### config.mk
export PLATFORM = sky130hd
export DESIGN_NAME = prog_seq
export DESIGN_NICKNAME = d
export VERILOG_FILES = /design/src/rtl/prog_seq.sv
export SDC_FILE = /design/constraint.sdc
export NUM_CORES = 1
export LEC_CHECK = 0
export CORE_MARGIN = 3
export CORE_UTILIZATION = 40
export CTS_CLUSTER_SIZE = 14
export DETAILED_ROUTE_END_ITERATION = 12
export PLACE_DENSITY = 0.58
export SLEW_MARGIN = 10
export SYNTH_ARGS = -nofsm -noshare
export SYNTH_HDL_FRONTEND = slang
export SYNTH_SLANG_ARGS = --single-unit
### constraint.sdc
create_clock -name clk -period 9.8 [get_ports clk]
set_input_delay 1.96 -clock clk [delete_from_list [all_inputs] [get_ports clk]]
set_output_delay 1.96 -clock clk [all_outputs]
set_load 0.02 [all_outputs]
### src/rtl/prog_seq.sv
// Program sequencer: it loads a short instruction program over a valid/ready port, then issues
// the words one after another, holding each for `hold` cycles. Define PROG_SEQ_LOOP_EN to enable looping.
module prog_seq #(
   parameter int op_width   = 3,
   parameter int ra_width   = 5,
   parameter int ins_width  = op_width + 3*ra_width,
   parameter int depth      = 16,
   parameter int addr_width = $clog2(depth),
   parameter int hold       = 2
) (
   input  logic                  clk,
   input  logic                  rst_n,
   input  logic                  ld_valid,
   input  logic [ins_width-1:0]  ld_data,
   output logic                  ld_ready,
   input  logic                  ld_clr,
   input  logic                  start,
   input  logic                  halt,
   input  logic                  loop,
   output logic [ins_width-1:0]  ins,
   output logic                  ins_valid,
   output logic [addr_width-1:0] pc,
   output logic                  busy,
   output logic                  done
);

   localparam int cnt_width = (hold > 1) ? $clog2(hold) : 1;
   localparam logic [cnt_width-1:0]  cnt_last = cnt_width'(hold - 1);
   localparam logic [addr_width:0]   wp_full  = (addr_width + 1)'(depth);

   typedef enum logic {IDLE, RUN} state_t;

   state_t                state_q, state_d;
   logic [addr_width:0]   wp_q, wp_d;
   logic [addr_width-1:0] pc_q, pc_d;
   logic [ins_width-1:0]  ins_q, ins_d;
   logic [cnt_width-1:0]  cnt_q, cnt_d;
   logic                  done_q, done_d;
   logic                  halt_q, halt_d;

   logic [ins_width-1:0]  mem [depth];
   logic                  ld_fire;
   logic                  halt_any;
   logic [addr_width-1:0] pc_next;

   assign ld_ready  = (state_q == IDLE) && (wp_q != wp_full) && !start && !ld_clr;
   assign ld_fire   = ld_valid && ld_ready;
   assign halt_any  = halt_q || halt;
   assign pc_next   = pc_q + addr_width'(1);

   assign ins       = ins_q;
   assign ins_valid = (state_q == RUN);
   assign busy      = (state_q == RUN);
   assign pc        = pc_q;
   assign done      = done_q;

`ifndef PROG_SEQ_LOOP_EN
   logic unused_loop;
   assign unused_loop = loop;
`endif

   // NOTE: every signal driven here gets a default first, so no path can leave it unassigned and infer a latch.
   always_comb begin
      state_d = state_q;
      wp_d    = wp_q;
      pc_d    = pc_q;
      ins_d   = ins_q;
      cnt_d   = cnt_q;
      done_d  = 1'b0;
      halt_d  = halt_q;
      case (state_q)
         IDLE: begin
            halt_d = 1'b0;
            if (ld_clr)       wp_d = '0;
            else if (ld_fire) wp_d = wp_q + (addr_width + 1)'(1);
            // A clear in the same cycle as start wins, so the run never begins with an empty program.
            if (start && !ld_clr && (wp_q != '0)) begin
               state_d = RUN;
               pc_d    = '0;
               ins_d   = mem[0];
               cnt_d   = '0;
            end
         end
         RUN: begin
            halt_d = halt_any;
            if (cnt_q == cnt_last) begin
               if (!halt_any && (({1'b0, pc_q} + (addr_width + 1)'(1)) < wp_q)) begin
                  pc_d  = pc_next;
                  ins_d = mem[pc_next];
                  cnt_d = '0;
               end
`ifdef PROG_SEQ_LOOP_EN
               else if (!halt_any && loop) begin
                  pc_d  = '0;
                  ins_d = mem[0];
                  cnt_d = '0;
               end
`endif
               else begin
                  state_d = IDLE;
                  pc_d    = '0;
                  ins_d   = '0;
                  cnt_d   = '0;
                  done_d  = 1'b1;
                  halt_d  = 1'b0;
               end
            end else begin
               cnt_d = cnt_q + cnt_width'(1);
            end
         end
         default: state_d = IDLE;
      endcase
   end

   // NOTE: sequential state uses non-blocking assignments so every flop samples its pre-edge inputs.
   always_ff @(posedge clk or negedge rst_n) begin
      if (!rst_n) begin
         state_q <= IDLE;
         wp_q    <= '0;
         pc_q    <= '0;
         ins_q   <= '0;
         cnt_q   <= '0;
         done_q  <= 1'b0;
         halt_q  <= 1'b0;
      end else begin
         state_q <= state_d;
         wp_q    <= wp_d;
         pc_q    <= pc_d;
         ins_q   <= ins_d;
         cnt_q   <= cnt_d;
         done_q  <= done_d;
         halt_q  <= halt_d;
      end
   end

   // NOTE: the program memory has no reset; only locations below wp are ever read.
   always_ff @(posedge clk) begin
      if (ld_fire) mem[wp_q[addr_width-1:0]] <= ld_data;
   end

endmodule

After elaboration in Yosys (flattened, before gate mapping):

Memory sizes are Yosys's and may differ from the RTL's.
Index checks and enable logic that the tools add are counted.

* output and inout bits: 26
* input bits: 25
* register bits after elaboration: 31
* bits in writable memories: 288
* memories kept: 1

Memory list
* mem: depth 16, bits a word 18, read ports 2, clocked after Yosys merged registers in 0, write ports 1, RTL line 41 `logic [ins_width-1:0] mem [depth];`

* bitwise operators: 1
* magnitude comparators: 1
* eq/ne operators: 3
* muxes and demuxes: 25
* reductions and logical operators: 15
* add/sub/neg operators: 4

Operators with widths (count)
* 18-bit two-way mux: 3
* 18-bit one-hot mux with 2 select lines: 1
* 1-bit two-way mux: 12
* 4-bit two-way mux: 3
* 5-bit two-way mux: 2
* 4-bit one-hot mux with 2 select lines: 1
* 1-bit logical AND: 7
* 1-bit one-hot mux with 2 select lines: 3
* 4-bit by 1-bit adder with 5-bit output (second input constant): 1
* 5-bit by 1-bit adder with 5-bit output (second input constant): 1
* 5-bit less-than comparator: 1
* 5-bit != test (second input constant): 1
* 5-bit nonzero test: 1
* 4-bit by 1-bit adder with 4-bit output (second input constant): 1
* 2-bit by 1-bit != test with 1-bit output (second input constant): 2
* 2-bit AND reduction: 2
* 1-bit zero test: 3
* 2-bit nonzero test: 1
* 1-bit adder (second input constant): 1
* 1-bit logical OR: 1
* 1-bit NOT: 1

Longest topological paths before layout:

Gate-level depths: netlist of run 1.

* word-level depth: 7
* mapped depth: 11

Least setup slack after synthesis of run 1:

Ideal clock, no wire load.

* path kind: input port to flip-flop
* from: input port ld_clr
* to: memory mem[8][0] (netlist bit), enable pin
* setup time: 439 ps
* stages on the path: 3
* arrival time: 4099 ps
* setup slack: 5262 ps
* data required time: 9361 ps
* cells stage by stage: nor3_1 nand2_1 nor4_1

* cells in the longest elaborated chain, start to end: 5

Ends and longest elaborated chain
* from (decl): RTL line 16 `input logic ld_clr,`
* 1-bit zero test: RTL line 46 `assign ld_ready = (state_q == IDLE) && (wp_q != wp_full) && !start && !ld_clr;`
* 1-bit logical AND: RTL line 46
* 1-bit logical AND: RTL line 47 `assign ld_fire = ld_valid && ld_ready;`
* 1-bit two-way mux: RTL line 138 `if (ld_fire) mem[wp_q[addr_width-1:0]] <= ld_data;`
* 1-bit two-way mux (implied by the code): RTL line 138
* to (decl): RTL line 41

Every way passes these cells.

Worst setup path after layout of run 1:

* from: input port ld_clr
* to: output port ld_ready

* cells in the longest elaborated chain, start to end: 2

Ends and longest elaborated chain
* 1-bit zero test: RTL line 46
* 1-bit logical AND: RTL line 46
* to (decl): RTL line 15 `output logic ld_ready,`

Every way passes these cells.

==> results of run 1 <==
area by class of cell:
cell class,instances,area share
Sequential cell,319,0.631
Inverter,15,0.00377
Clock inverter,16,0.0100
Clock buffer,45,0.0624
Multi-Input combinational cell,258,0.216
Timing Repair Buffer,71,0.0435
Tap cell,402,0.0337
final timing paths:
check	from	to	slack, ps	depth (start not counted)
setup / recovery	ld_clr	ld_ready	4240	4
hold / removal	halt_q	halt_q	510	2
setup reg to reg	pc[0]	pc[1]	6060	8
hold reg to reg	halt_q	halt_q	510	2
max in group asynchronous	rst_n	pc[0]	7580	1
min in group asynchronous	rst_n	ins[0]	1570	1
cell families after synthesis:
group           share of synthesized area
compound gates                     0.0203
fa+ha+maj                         0.00874
xor+xnor                          0.00253
buf+inv                            0.0243
mux                                 0.187
simple gates                       0.0259
flops                               0.731
placed cells by master, fill, tap and decap left out, types with 16 or more instances in the layout:
master	netlist	final
edfxtp_1	288	288
mux4_2	72	72
mux2i_1	56	56
clkdlybuf4s50_1	0	48
clkbuf_16	0	34
dfrtp_1	31	30
buf_4	3	22
mux2_2	20	20
nor2b_1	18	18
o21ai_1	16	16
stage by stage:
step | area (um2) | std cells | power (mW) | worst slack, ps | hold WS, ps
detailed placement | 13900 | 1065 | 2.71 | 4250 | 497
finish | 14900 | 1126 | 3.90 | 4240 | 510
CTS | 14900 | 1126 | 3.96 | 4240 | 512
global placement | 13900 | 1065 | 2.70 | 4250 | 486
floorplan | 12900 | 623 | 2.42 | 5260 | 462
global route | 14900 | 1126 | 4.10 | 4140 | 542
worst max-delay path: cells and delay by family:
family	cells	cell delay (ps)
compound gates	1	200
simple gates	1	300
buf+inv	2	1150
synth_stat cells, types with 2 or more instances:
| library cell | count |
|---|---|
| o21ai_0 | 2 |
| buf_4 | 3 |
| dfrtp_1 | 31 |
| mux2_2 | 20 |
| nor2_1 | 10 |
| mux4_2 | 72 |
| ha_1 | 9 |
| nor2b_1 | 18 |
| edfxtp_1 | 288 |
| a21oi_1 | 4 |
| buf_12 | 2 |
| nor3_1 | 6 |
| and3_1 | 5 |
| nand2_1 | 8 |
| clkbuf_1 | 9 |
| mux2i_1 | 56 |
| o21ai_2 | 5 |
| inv_1 | 14 |
| o21ai_1 | 16 |
| nand2b_1 | 3 |
| nor4_1 | 4 |
| buf_2 | 5 |
| o22ai_1 | 2 |
| buf_6 | 8 |
registers in the layout, indices dropped and copies added (netlist names):
signal / cells
busy: 1
cnt_q: 1
done: 1
halt_q: 1
ins: 18
mem: 288
pc: 4
wp_q: 5
metal layers:
| metal | vias to the layer above | wire length, um | track usage |
|---|---|---|---|
| met3 | 39 | 1400 | 0.0266 |
| met1 | 3249 | 11700 | 0.228 |
| li1 | 2698 | - | - |
| met4 | 2 | 544 | 0.0420 |
| met2 | 175 | 13900 | 0.275 |
| met5 | - | 20 | 0 |
report_power, final:
group          switching, mW  total (mW)  internal, mW
Clock                  0.507        1.23         0.727
Combinational          0.492        1.00         0.512
Sequential             0.101        1.66          1.56
Total                   1.10        3.90          2.80
==> results.md, run 1 <==
* Status: complete, no violations
* Post-synth top flop: edfxtp_1
* CP Capture Type: primary output
* Die area at 34400 um2
* TNS Setup at 0 ps
* Area grow syn2layout at 16.0%
* Peak VDD IR at 0.171 mV
* Max incr delay on CP at 610 ps
* Final #Nets at 733
* Max-Cap Viols at 0
* Top cells by area, synth: edfxtp_1, mux4_2, dfrtp_1
* Yosys top cell by area: edfxtp_1
* Row count at 65
* Detail Route Antenna Nets at 0
* Remaining Overflow, GRT at 0
* CTS H-tree lvls at 2
* Total CTS buffers at 34
* Yosys top cell area share at 0.671
* Hold Path Class: reg2reg
* Final period utilization at 0.568
* Synth warnings at 0
* Critical Path Most Common Cell: clkdlybuf4s50_1
* Post-synthesis area per instance at 20.7 um2
* Slew Limit Fails at 0
* Vias post-DR at 6163
* # DRC at 0
* Clock skew at 17.8 ps
* Initial DRC Count at 512
* Crit-path cells: clkdlybuf4s50_1 > nor3_1 > o41a_1 > clkdlybuf4s50_1
* Clock buffer depth at 3
* CTS root buffer: clkbuf_16
* WL final at 27.5 mm
* Initial core utilization at 0.407
* Async S/R FF share, synth at 0.0972
* Final Hold Vio Count at 0
* RD Place Congestion at 0.757
* F_max at 180 MHz
* Dpl hpwl at 14.7 mm
* CTS tree: yes
* Yosys reg bits at 319
* CP Max Fanout at 7
* Layout cells sized above 1 at 0.262
* Largest net degree at the start of global routing at 75
* Post-cts resize count at 0
* EDFF count, synth at 288
* Final setup vio count at 0
* First-pass GRT wire length at 41.2 mm
* Post-CTS Setup Bufs at 0
* Final min period at 5560 ps
* Worst skew pair latency at 510 ps
* Mapped Cells at 623
* CP max stage cell: clkdlybuf4s50_1
* Cell area after synthesis at 12900 um2
* Synth unique cells at 47
* CTS sink cnt at 319
* Multi-input gate area in the final layout at 3230 um2
* Max-slew headroom at 0.247
* Initial antenna violation count at 1
* Slew @ Worst Pin at 1130 ps
* N_diodes at 0
* Finished Core Util at 0.472
* P per Cell Area at 261 nW/um2
* Core ar. at 31600 um2
* Leak at 5.02 nW
* Seq. cell area at 9430 um2
* Fillers at 2594
* I/O Pins at 51
* Routed WL per cell at 24.4 um
* Pre-Repair DR Iteration Count at 5
* Critical Path AT at 3600 ps
* Port bufs at 49
* CP startpoint kind: input port
* RSZ-0062 raised after global routing: false
* Die width at 185 um
* CTS Hold Buffers Added at 0
* Vias per cell at 5.47
* Sequential share of the synthesized area at 0.731
* Total GRT Usage at 0.165
* Die Span Y at 185 um
* Critical path class: in2out
* Clk slew on worst S/H paths at 60 ps
* Critical path required time at 7840 ps
* Vias in the first global route at 6486
* Post-synthesis net count at 657
Power figures use the tool's default switching activity.
==> run 2, diff against run 1 <==
- PLACE_DENSITY: 0.58 -> 0.6
- clock period: 9.8 -> 5.03 ns (I/O delays scaled with it)
==> results.md, run 2 (synthesis results as in run 1) <==
* Status: complete, no violations
* Critical path class: in2out
* Max-slew headroom at 0.252
* Die area at 34400 um2
* # DRC at 0
* F_max at 270 MHz
* Vias per cell at 5.35
* Number of flip-flops in the largest register at 288
* Reg2reg path depth at 10
* Hold_sp: halt_q
* RSZ-0062 raised after global routing: false
* Hold path depth at 2
* P per Cell Area at 505 nW/um2
* Fillers at 2592
* Crit. Startpoint: ld_clr
* Non-Filler Instances at 1127
* I/O Pins at 51
* Peak VDD IR at 0.380 mV
* Area after DPL at 13900 um2
* Post-cts resize count at 0
* CTS root buffer: clkbuf_16
* CTS sink cnt at 319
* Hold Path Class: reg2reg
* Final #Nets at 735
* Detail Route Antenna Nets at 0
* Clock skew at 7.92 ps
* Clk slew on worst S/H paths at 60 ps
* Vias in the first global route at 6563
* Vias post-DR at 6035
* Worst R2R Setup Slack at 1830 ps
* First-pass GRT wire length at 41.2 mm
* Pre-Repair DR Iteration Count at 5
* Tot Pwr at 7.55 mW
* Leak at 5.04 nW
* Final Cell Area at 15000 um2
* Hold worst-path end: halt_q
* Worst skew pair latency at 550 ps
* Routed WL per cell at 24.0 um
* Critical path required time at 4020 ps
* Area grow syn2layout at 16.1%
* Remaining Overflow, GRT at 0
* Final Hold Vio Count at 0
* Initial core utilization at 0.407
* Final setup vio count at 0
* Total CTS buffers at 31
* Die Span Y at 185 um
* CTS H-tree lvls at 1
* Initial antenna violation count at 0
* Reg-to-Reg Start: pc[0]
* Die width at 185 um
* Port bufs at 49
* Core ar. at 31600 um2
* CP Max Fanout at 7
* Slew @ Worst Pin at 1120 ps
* Dpl hpwl at 15.4 mm
* Critical Path AT at 2700 ps
* Final period utilization at 0.737
* CP Capture Type: primary output
* Post-CTS Setup Bufs at 0
* Row count at 65
* CTS tree: yes
* Most common cell after layout, fill and taps aside: edfxtp_1
* Layout cells sized above 1 at 0.266
* Worst r2r dst: pc[3]
* N_diodes at 0
* Largest net degree at the start of global routing at 74
* Most frequent cells in the layout: edfxtp_1, mux4_2, mux2i_1
* WL final at 27.0 mm
* Final min period at 3710 ps
* CTS Hold Buffers Added at 0
* TNS Setup at 0 ps
* Total GRT Usage at 0.162
* Clock buffer depth at 3
* DP Cell Count at 1070
* Initial DRC Count at 572
* RD Place Congestion at 0.766
* CP startpoint kind: input port
* Max-Cap Viols at 0
* Slew Limit Fails at 0
-- run 2: changes by cell type in the layout (fill, tap and decap cells not counted) --
cell / delta
buf_4: +5
clkbuf_8: -4
clkbuf_1: -4
clkinvlp_4: -1
clkinv_2: +4
clkinv_8: -1
bufinv_16: +4
clkinv_1: +2
inv_6: -1
clkbuf_16: -3
-- run 2: cell type report --
cell class / count / area [um2] / area share
clock buffer: 34 / 787 / 0.0526
clock inverter: 23 / 265 / 0.0177
inverter: 15 / 56.3 / 0.00377
multi-input combinational: 258 / 3230 / 0.216
sequential: 319 / 9430 / 0.630
tap: 402 / 503 / 0.0336
timing repair buffer: 76 / 688 / 0.0460
-- run 2: worst max-delay path, cell delays in order --
cell	delay, ps
clkdlybuf4s50_1	550
nor3_1	290
o41a_1	240
clkdlybuf4s50_1	610
-- run 2: power breakdown --
group	switching (mW)	leakage, nW	internal (mW)	total [mW]
clock network	0.938	0.516	1.43	2.37
registers	0.148	2.99	3.03	3.18
logic	1.01	1.53	0.995	2.00
-- run 2: how the worst max path moves through the flow --
stage           endpoint  slack, ps  cells after the start
2_1_floorplan  mem[8][0]       1450                      3
3_3_place_gp    ld_ready       1340                      4
3_5_place_dp   mem[1][0]       1220                      6
4_1_cts         ld_ready       1270                      4
5_1_grt         ld_ready       1220                      4
6_report        ld_ready       1320                      4
-- run 2: stage by stage --
stage	setup WS (ps)	hold WS [ps]	utilization
2_1_floorplan	1450	462	-
3_3_place_gp	1340	485	0.439
3_5_place_dp	1220	491	0.439
4_1_cts	1270	506	0.473
5_1_grt	1220	525	0.473
6_report	1320	495	0.473
-- run 2: per-layer routing --
| layer | share of wire | GRT usage | vias to the layer above |
|---|---|---|---|
| met1 | 0.42 | 0.217 | 3172 |
| met2 | 0.52 | 0.287 | 137 |
| li1 | - | - | 2694 |
| met4 | 0.015 | 0.0318 | 0 |
| met5 | 0 | 0 | - |
| met3 | 0.046 | 0.0225 | 32 |
==> patch (config.mk and constraints of run 1) <==
Reset style: synchronous (`rst_n`), changed in one clocked block.
--- a/src/rtl/prog_seq.sv
+++ b/src/rtl/prog_seq.sv
@@ -115,3 +115,3 @@
    // NOTE: sequential state uses non-blocking assignments so every flop samples its pre-edge inputs.
-   always_ff @(posedge clk or negedge rst_n) begin
+   always_ff @(posedge clk) begin
       if (!rst_n) begin
Behaviour: differs if rst_n is asserted again (counterexample within 4 cycles, from zero or initial values and one cycle with rst_n low); with rst_n held inactive, the same outputs for 10 cycles.
==> patch against run 1 <==
Worst setup slack got worse by 41 ps; routed wire length rose by 3.8%; final area rose by 2.4%; sequential share of layout area fell by 2.5 points; first-iteration DRC count rose by 1.2%; register-to-register slack got worse by 480 ps; die area rose by 1.6%; fmax fell by 0.72%; utilization rose by 0.75 points; via count rose by 7.5%; hold slack got worse by 3.0 ps; synthesized area rose by 1.6%; sequential cell count did not move; largest cell class unchanged.
Power is not compared: it rests on default switching activity, and its combinational part moved more than twofold at a synthesized area within 25%.
==> patch: results (changes against run 1) <==
stage	metric	value	unit	change
critical_path	worst r2r dst	ins[7]$_SDFFE_PN0P_		was pc[1]$_DFFE_PN0P_
final_layout	Reg area	9270	um2	was 9430 um2
synthesis	sequential area share after synthesis	0.708		was 0.731
drt	Vias	6627		was 6,163
timing	Slew headroom	0.204		was 0.247
final_layout	ClkCell Share	0.0733		was 0.0724
critical_path	CP max FO	4		was 7
drt	DR iter-0 viols	518		was 512
critical_path	R2R Setup Slk	5580	ps	was 6060 ps
final_layout	Post-layout nets	814		was 733
critical_path	Worst Reg-to-Reg Cells	7		was 8
final_layout	buffering overhead	0.0433		was 0.0435
drt	drt via density	5.34		was 5.47
critical_path	R2R Path Start	pc[0]$_SDFFE_PN0P_		was pc[0]$_DFFE_PN0P_
synthesis	adder-cell area share of the yosys netlist	0.00860		was 0.00874
timing	clock skew after layout	15.8	ps	was 17.8 ps
synthesis	Post-synth ARST share	0		was 0.0972
synthesis	area share of xor/xnor cells in the synthesized design	0.00392		was 0.00252
grt	Total Routing Usage GR	0.162		was 0.165
final_layout	bufs w/o clock	72		was 71
outcome	status	completed		unchanged
synthesis	fraction of synthesized area in multiplexers	0.204		was 0.187
placed_design	Post-DP HPWL	16.5	mm	was 14.7 mm
grt	first-pass GRT wire length	42.8	mm	was 41.2 mm
placed_design	gpl congestion	0.783		was 0.757
synthesis	top post-synthesis cells by area	edfxtp_1, mux2i_1, mux4_2		was edfxtp_1, mux4_2, dfrtp_1
final_layout	multi-input logic portion of the cell area	0.240		was 0.216
final_layout	FILL cells	2675		was 2,594
final_layout	Multi-In Gates	343		was 258
==> patch: cell types whose count changed after synthesis, sizes merged, moves of 5 or more <==
cell / run 1 / this run
mux2i: 56 / 164
mux4: 72 / 36
dfrtp: 31 / 0
dfxtp: 0 / 31
nor2: 11 / 37
o21ai: 23 / 3
o32ai: 0 / 18
nor2b: 18 / 2
nand2: 8 / 14
o2111ai: 0 / 6
inv: 15 / 10
==> patch: stage by stage <==
step	instance area [um2]	utilization	power, uW	hold WS (ps)	setup WS [ps]
global route	15300	0.480	2870	521	4130
CTS	15300	0.480	2810	512	4200
floorplan	13100	-	1530	460	5330
global placement	14200	0.445	1560	484	4230
detailed placement	14200	0.445	1560	506	4200
finish	15300	0.480	2780	507	4200
==> patch: how the worst min path moves through the flow <==
| stage | endpoint | slack [ps] | start |
|---|---|---|---|
| 3_5_place_dp | halt_q$_SDFF_PN0_ | 510 | cnt_q$_SDFFE_PN0P_ |
| 6_report | halt_q$_SDFF_PN0_ | 510 | cnt_q$_SDFFE_PN0P_ |
| 4_1_cts | halt_q$_SDFF_PN0_ | 510 | cnt_q$_SDFFE_PN0P_ |
| 5_1_grt | halt_q$_SDFF_PN0_ | 520 | cnt_q$_SDFFE_PN0P_ |
| 2_1_floorplan | halt_q$_SDFF_PN0_ | 460 | cnt_q$_SDFFE_PN0P_ |
| 3_3_place_gp | halt_q$_SDFF_PN0_ | 480 | cnt_q$_SDFFE_PN0P_ |
==> patch: per-layer routing <==
layer	wire, um	vias up	GRT usage
li1	-	2974	-
met1	12900	3455	0.228
met2	13400	152	0.259
met3	1560	44	0.0330
met4	631	2	0.0422
met5	13	-	0
